File: src/rtl/hp_au_pkg.sv
// Shared definitions for the hybrid-precision arithmetic unit:
// nibble width, opcode constants and the sequencer state encoding.
package hp_au_pkg;

  localparam int NIB_W = 4;

  localparam logic [1:0] OP_BIN_ADD = 2'b00;
  localparam logic [1:0] OP_BIN_SUB = 2'b01;
  localparam logic [1:0] OP_BCD_ADD = 2'b10;
  localparam logic [1:0] OP_ZERO    = 2'b11;

  typedef enum logic [1:0] {
    ST_IDLE = 2'd0,
    ST_RUN  = 2'd1,
    ST_DONE = 2'd2
  } state_t;

endpackage

File: src/rtl/hp_au_nibble_slice.sv
// One 4-bit digit of the HP-AU datapath: binary add, binary subtract
// (a + ~b + cin), BCD add with +6 correction, or forced zero.
module hp_au_nibble_slice
  import hp_au_pkg::*;
(
  input  logic [NIB_W-1:0] a,
  input  logic [NIB_W-1:0] b,
  input  logic             cin,
  input  logic [1:0]       op,
  output logic [NIB_W-1:0] s,
  output logic             cout,
  output logic             digit_err
);

  logic [NIB_W:0] raw;
  logic [NIB_W:0] diff;
  logic [NIB_W:0] adj;

  // Digit arithmetic for the selected opcode.
  always_comb begin
    // NOTE: every output gets a default first so no path through the case leaves a latch behind.
    s         = '0;
    cout      = 1'b0;
    digit_err = 1'b0;
    raw  = {1'b0, a} + {1'b0, b} + {{NIB_W{1'b0}}, cin};
    diff = {1'b0, a} + {1'b0, ~b} + {{NIB_W{1'b0}}, cin};
    adj  = raw + (NIB_W + 1)'(6);
    case (op)
      OP_BIN_ADD: begin
        s    = raw[NIB_W-1:0];
        cout = raw[NIB_W];
      end
      OP_BIN_SUB: begin
        s    = diff[NIB_W-1:0];
        cout = diff[NIB_W];
      end
      OP_BCD_ADD: begin
        // Out-of-range digits are not saturated; the same correction applies.
        if (raw > (NIB_W + 1)'(9)) begin
          s    = adj[NIB_W-1:0];
          cout = 1'b1;
        end else begin
          s    = raw[NIB_W-1:0];
        end
        digit_err = (a > NIB_W'(9)) || (b > NIB_W'(9));
      end
      default: ;
    endcase
  end

endmodule

File: src/rtl/hp_au_serial_ctrl.sv
// Multi-digit sequencer: accepts DIGITS-nibble operands over valid/ready,
// runs them one nibble per cycle through a shared slice, and presents the
// result, carry and BCD error flag until the consumer takes them.
module hp_au_serial_ctrl
  import hp_au_pkg::*;
#(
  parameter int DIGITS = 4
) (
  input  logic                    clk,
  input  logic                    rst,
  input  logic                    in_valid,
  output logic                    in_ready,
  input  logic [NIB_W*DIGITS-1:0] a,
  input  logic [NIB_W*DIGITS-1:0] b,
  input  logic [1:0]              sel,
  output logic                    out_valid,
  input  logic                    out_ready,
  output logic [NIB_W*DIGITS-1:0] result,
  output logic                    carry,
  output logic                    bcd_err
);

  localparam int W     = NIB_W * DIGITS;
  localparam int CNT_W = (DIGITS > 1) ? $clog2(DIGITS) : 1;
  localparam logic [CNT_W-1:0] LAST = CNT_W'(DIGITS - 1);

  state_t           state;
  logic [CNT_W-1:0] cnt;
  logic             in_ready_q;
  logic             out_valid_q;

  logic [W-1:0]     a_q;
  logic [W-1:0]     b_q;
  logic [1:0]       op_q;
  logic [W-1:0]     result_q;
  logic             carry_q;
  logic             err_q;

  logic             accept;
  logic             run;
  logic [NIB_W-1:0] slice_s;
  logic             slice_cout;
  logic             slice_err;

  assign accept = (state == ST_IDLE) && in_valid && in_ready_q;
  assign run    = (state == ST_RUN);

  // Operands are shifted right each digit, so the slice always sees nibble 0.
  hp_au_nibble_slice u_slice (
    .a         (a_q[NIB_W-1:0]),
    .b         (b_q[NIB_W-1:0]),
    .cin       (carry_q),
    .op        (op_q),
    .s         (slice_s),
    .cout      (slice_cout),
    .digit_err (slice_err)
  );

  // Sequencer FSM with registered handshake outputs and digit counter.
  always_ff @(posedge clk or posedge rst) begin
    if (rst) begin
      state       <= ST_IDLE;
      cnt         <= '0;
      in_ready_q  <= 1'b0;
      out_valid_q <= 1'b0;
    end else begin
      // NOTE: state registers use non-blocking assignments so every flop samples pre-edge values.
      case (state)
        ST_IDLE: begin
          if (accept) begin
            state      <= ST_RUN;
            cnt        <= '0;
            in_ready_q <= 1'b0;
          end else begin
            in_ready_q <= 1'b1;
          end
        end
        ST_RUN: begin
          cnt <= cnt + 1'b1;
          if (cnt == LAST) begin
            state       <= ST_DONE;
            cnt         <= '0;
            out_valid_q <= 1'b1;
          end
        end
        ST_DONE: begin
          if (out_ready) begin
            state       <= ST_IDLE;
            out_valid_q <= 1'b0;
            in_ready_q  <= 1'b1;
          end
        end
        default: begin
          state       <= ST_IDLE;
          in_ready_q  <= 1'b0;
          out_valid_q <= 1'b0;
        end
      endcase
    end
  end

  // Operand latch/shift, per-digit writeback, carry chain and sticky BCD error.
  always_ff @(posedge clk or posedge rst) begin
    if (rst) begin
      a_q      <= '0;
      b_q      <= '0;
      op_q     <= OP_ZERO;
      result_q <= '0;
      carry_q  <= 1'b0;
      err_q    <= 1'b0;
    end else if (accept) begin
      a_q      <= a;
      b_q      <= b;
      op_q     <= sel;
      result_q <= '0;
      carry_q  <= (sel == OP_BIN_SUB);
      err_q    <= 1'b0;
    end else if (run) begin
      a_q     <= a_q >> NIB_W;
      b_q     <= b_q >> NIB_W;
      carry_q <= slice_cout;
      err_q   <= err_q | slice_err;
      for (int i = 0; i < DIGITS; i++) begin
        if (cnt == CNT_W'(i)) result_q[i*NIB_W +: NIB_W] <= slice_s;
      end
    end
  end

  assign in_ready  = in_ready_q;
  assign out_valid = out_valid_q;
  assign result    = result_q;
  assign carry     = carry_q;
  assign bcd_err   = err_q;

endmodule

File: config.mk
export PLATFORM = sky130hd
export DESIGN_NAME = hp_au_serial_ctrl
export DESIGN_NICKNAME = d
export VERILOG_FILES = /design/src/rtl/hp_au_pkg.sv /design/src/rtl/hp_au_nibble_slice.sv /design/src/rtl/hp_au_serial_ctrl.sv
export SDC_FILE = /design/constraint.sdc
export NUM_CORES = 1
export LEC_CHECK = 0
export CAP_MARGIN = 25
export CELL_PAD_IN_SITES_DETAIL_PLACEMENT = 1
export CELL_PAD_IN_SITES_GLOBAL_PLACEMENT = 2
export CORE_ASPECT_RATIO = 1.1
export CORE_MARGIN = 5
export CORE_UTILIZATION = 41
export CTS_CLUSTER_SIZE = 25
export DETAILED_ROUTE_END_ITERATION = 16
export DONT_BUFFER_PORTS = 1
export PLACE_DENSITY = 0.88
export REMOVE_ABC_BUFFERS = 1
export SETUP_SLACK_MARGIN = 0.15
export SLEW_MARGIN = 20
export SYNTH_ARGS = -nofsm -noshare
export SYNTH_HDL_FRONTEND = slang
export SYNTH_SLANG_ARGS = --single-unit
File: constraint.sdc
create_clock -name clk -period 7.69 [get_ports clk]
set_clock_uncertainty 0.2 [all_clocks]
set_input_delay 0.3845 -clock clk [delete_from_list [all_inputs] [get_ports clk]]
set_output_delay 0.3845 -clock clk [all_outputs]
set_load 0.02 [all_outputs]
==> impl_results.rst <==
.. list-table::
   :header-rows: 1

   * - Metric
     - Value
   * - Depth of the worst hold-timing path
     - 3
   * - Fraction of registers with async set/reset
     - 100.0%
   * - Tcrit/Tclk final
     - 41.91%
   * - Setup Crit Path Kind
     - reg -> reg
   * - Die Footprint
     - 9039 um2
   * - Inserted Clock Buffers
     - 9
   * - Multi-input logic area
     - 1378 um2
   * - Class of the tightest hold or removal check
     - in -> reg
   * - Max H-tree Level
     - 3
   * - Fraction of final layout cells sized beyond drive strength 1
     - 9.322%
   * - Die X-Extent
     - 91.11 um
   * - Terminus of the critical flop-to-flop path
     - result[9]
   * - Yosys warning count
     - 0
   * - Ratio of total power to cell area
     - 490.6 nW/um2
   * - Count of vias placed by the detailed router
     - 2,395
   * - Final hold viol count
     - 0
   * - FF-to-FF setup slack
     - 4.47 ns
   * - Count of nets after finishing
     - 402
   * - Sequential cell area
     - 1454 um2
   * - Number of iterations in the first detailed-routing pass
     - 4
   * - Unrepaired setup endpoints after global routing
     - false
   * - Flops & latches, synth
     - 58
   * - Category of the worst setup path capture point
     - flip-flop
   * - Worst-margin pin slew
     - 0.7404 ns
   * - End point of the most critical hold path
     - out_valid
   * - Buffers on Ports
     - 0
   * - Number of buffers inserted to repair setup after CTS
     - 0
   * - Remaining global-route overflow
     - 0
   * - Placement Cell Area
     - 3028 um2
   * - Count of mapped cells out of synthesis
     - 317
   * - Floorplan row count
     - 32
   * - Fill cell instance count of the final layout
     - 803
   * - Detailed-route vias per instance
     - 5.456
   * - Number of global-route vias before repair
     - 2,628
   * - Antenna violation net count after detailed routing
     - 0
   * - Maximum number of buffers from clock root to sink
     - 2
   * - Global-route wire length before repair
     - 13.32 mm
   * - Number of primary I/O pins
     - 58
   * - Count of flip-flops with a built-in enable after synthesis
     - 0
   * - Final weighted congestion in routability-driven placement
     - 0.8652
   * - Sum Neg Setup Slack
     - 0 ns
   * - Clock Sinks
     - 58
   * - Outcome
     - finished clean
   * - Routed wire length per instance
     - 17.82 um
   * - Top FF cell, synth
     - sky130_fd_sc_hd__dfrtp_1
   * - Clock insertion delay at the later pin of the skew report
     - 0.33 ns
   * - CTS-repair resized insts
     - 0
   * - Max-Slew Margin vs Limit
     - 50.64%
   * - Setup violations, final
     - 0
   * - Diodes inserted
     - 0
   * - Clock tree root driver cell
     - sky130_fd_sc_hd__clkbuf_8
   * - Max cap viols
     - 0
   * - Post-Syn Area per Cell
     - 9.358 um2
   * - Launching element type of the critical path
     - flip-flop
   * - Post-Synthesis Cell Area
     - 2967 um2
   * - Start point of the worst hold path
     - out_ready
   * - Minimum clock period
     - 3.223 ns
   * - Starting density of the core
     - 42.10%
   * - Vertical die dimension
     - 99.22 um
   * - Top post-synthesis cells by area
     - sky130_fd_sc_hd__dfrtp_1, sky130_fd_sc_hd__nand2_1, sky130_fd_sc_hd__a22oi_1
   * - Hpwl dp
     - 5.007 mm
   * - Library cell occupying the most area in the post-synthesis netlist
     - sky130_fd_sc_hd__dfrtp_1
   * - Largest fanout on the critical path
     - 4
   * - Total global-route track usage
     - 18.23%
   * - Count of cell types in the netlist
     - 44
   * - DRC violations left
     - 0
   * - Aggregate routed wire length
     - 7.823 mm
   * - Max-slew violation count
     - 0
   * - Maximum number of pins on one net before global-route repair
     - 59
   * - Starting DRC count in detailed routing
     - 103
   * - Dpl cells
     - 388
   * - Clock transition at path regs
     - 0.07 ns
   * - Max rail drop VDD
     - 247.9 uV
   * - Worst Reg-to-Reg Cells
     - 9
   * - TritonCTS clock tree
     - built
   * - Final Total Pwr
     - 1.764 mW
   * - Leading cell type in the layout, fill and taps excluded
     - sky130_fd_sc_hd__nand2_1
   * - Standard cell core area
     - 7047 um2
   * - Origin of the critical flop-to-flop path
     - carry
   * - Non-filler instance count after layout
     - 439
   * - Top-area cell type share of the netlist area
     - 47.24%
   * - Top achievable clock speed
     - 310.3 MHz
   * - Worst path arrival time
     - 3.21 ns
   * - Number of antenna violations at the first check in global routing
     - 0
   * - Leakage
     - 1.693 nW
   * - Required time at the endpoint of the critical path
     - 7.68 ns
   * - Relative area change from synthesis to final layout
     - 21.17%
   * - Post-route cell area
     - 3595 um2
   * - Portion of the post-synthesis area used by sequential elements
     - 49.01%
   * - Highest-count cells in the layout ignoring fill and taps
     - sky130_fd_sc_hd__nand2_1, sky130_fd_sc_hd__dfrtp_1, sky130_fd_sc_hd__dlygate4sd3_1
-- kinds of logic after synthesis --
family | share of synthesized area [%]
AO/OA/AOI/OAI | 17.80
adder cells (fa/ha/maj) | 7.339
buffers and inverters | 4.850
XOR/XNOR | 1.434
flip-flops | 49.01
AND/OR/NAND/NOR | 19.57
-- synthesized netlist by cell type, types with 2 or more instances --
cell	n
sky130_fd_sc_hd__a221o_1	5
sky130_fd_sc_hd__o21ai_0	18
sky130_fd_sc_hd__a211oi_1	5
sky130_fd_sc_hd__a32o_1	2
sky130_fd_sc_hd__nor2b_1	2
sky130_fd_sc_hd__clkbuf_1	11
sky130_fd_sc_hd__a22oi_1	19
sky130_fd_sc_hd__a21oi_1	9
sky130_fd_sc_hd__nand2_1	74
sky130_fd_sc_hd__and2_1	5
sky130_fd_sc_hd__nand3_1	14
sky130_fd_sc_hd__nand2b_1	4
sky130_fd_sc_hd__ha_1	11
sky130_fd_sc_hd__o31ai_1	2
sky130_fd_sc_hd__o22ai_1	5
sky130_fd_sc_hd__inv_1	16
sky130_fd_sc_hd__dfrtp_1	56
sky130_fd_sc_hd__o21bai_1	2
sky130_fd_sc_hd__fa_1	4
sky130_fd_sc_hd__xor2_1	2
sky130_fd_sc_hd__buf_2	4
sky130_fd_sc_hd__nor2_1	19
sky130_fd_sc_hd__nor3_1	6
sky130_fd_sc_hd__dfstp_2	2
-- through the flow --
step / util [%] / hold WS (ns) / worst slack (ns)
3_5_place_dp: 42.97 / 0.2675 / 4.480
5_1_grt: 51.01 / 0.02261 / 4.211
4_1_cts: 51.01 / 0.01483 / 4.460
2_1_floorplan: - / 0.2463 / 3.882
6_report: 51.01 / 0.02859 / 4.467
3_3_place_gp: 42.97 / 0.2587 / 4.574
-- worst max-delay path: stages, from the launching register on --
cell                       delay [ns]
sky130_fd_sc_hd__dfrtp_1         0.51
sky130_fd_sc_hd__inv_1           0.15
sky130_fd_sc_hd__fa_1            0.46
sky130_fd_sc_hd__inv_1           0.09
sky130_fd_sc_hd__fa_1            0.47
sky130_fd_sc_hd__or3_1           0.39
sky130_fd_sc_hd__nand2_1         0.14
sky130_fd_sc_hd__o21bai_1        0.13
sky130_fd_sc_hd__a221oi_2        0.40
sky130_fd_sc_hd__o22ai_1         0.14
-- sequential cells by signal (all words and copies together), names as in the netlist --
register   flops
bcd_err        1
out_valid      1
result        16
b_q           16
carry          1
cnt            2
state          2
a_q           16
in_ready       1
op_q           2
-- where the power goes --
part           switching [mW]  leakage, nW  internal [mW]  total (mW)
Combinational           0.531        0.842          0.337       0.867
Sequential              0.152        0.741          0.440       0.591
Clock                   0.119        0.110          0.186       0.305
Total                   0.801         1.69          0.962        1.76
-- worst max-delay path by stage --
stage,startpoint,to
3_3_place_gp,carry,result[1]
6_report,carry,result[9]
2_1_floorplan,in_ready,carry
5_1_grt,carry,result[5]
3_5_place_dp,carry,result[5]
4_1_cts,carry,result[5]
-- timing repair --
item	4_1_cts	5_1_grt
hold endpoints to repair	90	0
hold buffers	35	0
endpoints found under the setup margin	0	0
-- cell type report --
class | instances | area share [%]
clock buffer | 15 | 5.186
tap | 85 | 2.959
timing repair buffer | 39 | 10.58
multi-input combinational | 225 | 38.32
clock inverter | 1 | 0.8354
sequential | 58 | 40.45
inverter | 16 | 1.671
-- per-layer routing --
| metal | part of all wire, % | GRT usage, % |
|---|---|---|
| met5 | 0 | 0 |
| met4 | 0.61 | 4.740 |
| met3 | 5.3 | 5.144 |
| met2 | 51 | 30.47 |
| met1 | 43 | 23.25 |
Note: power is estimated with default switching activity, not from simulation.
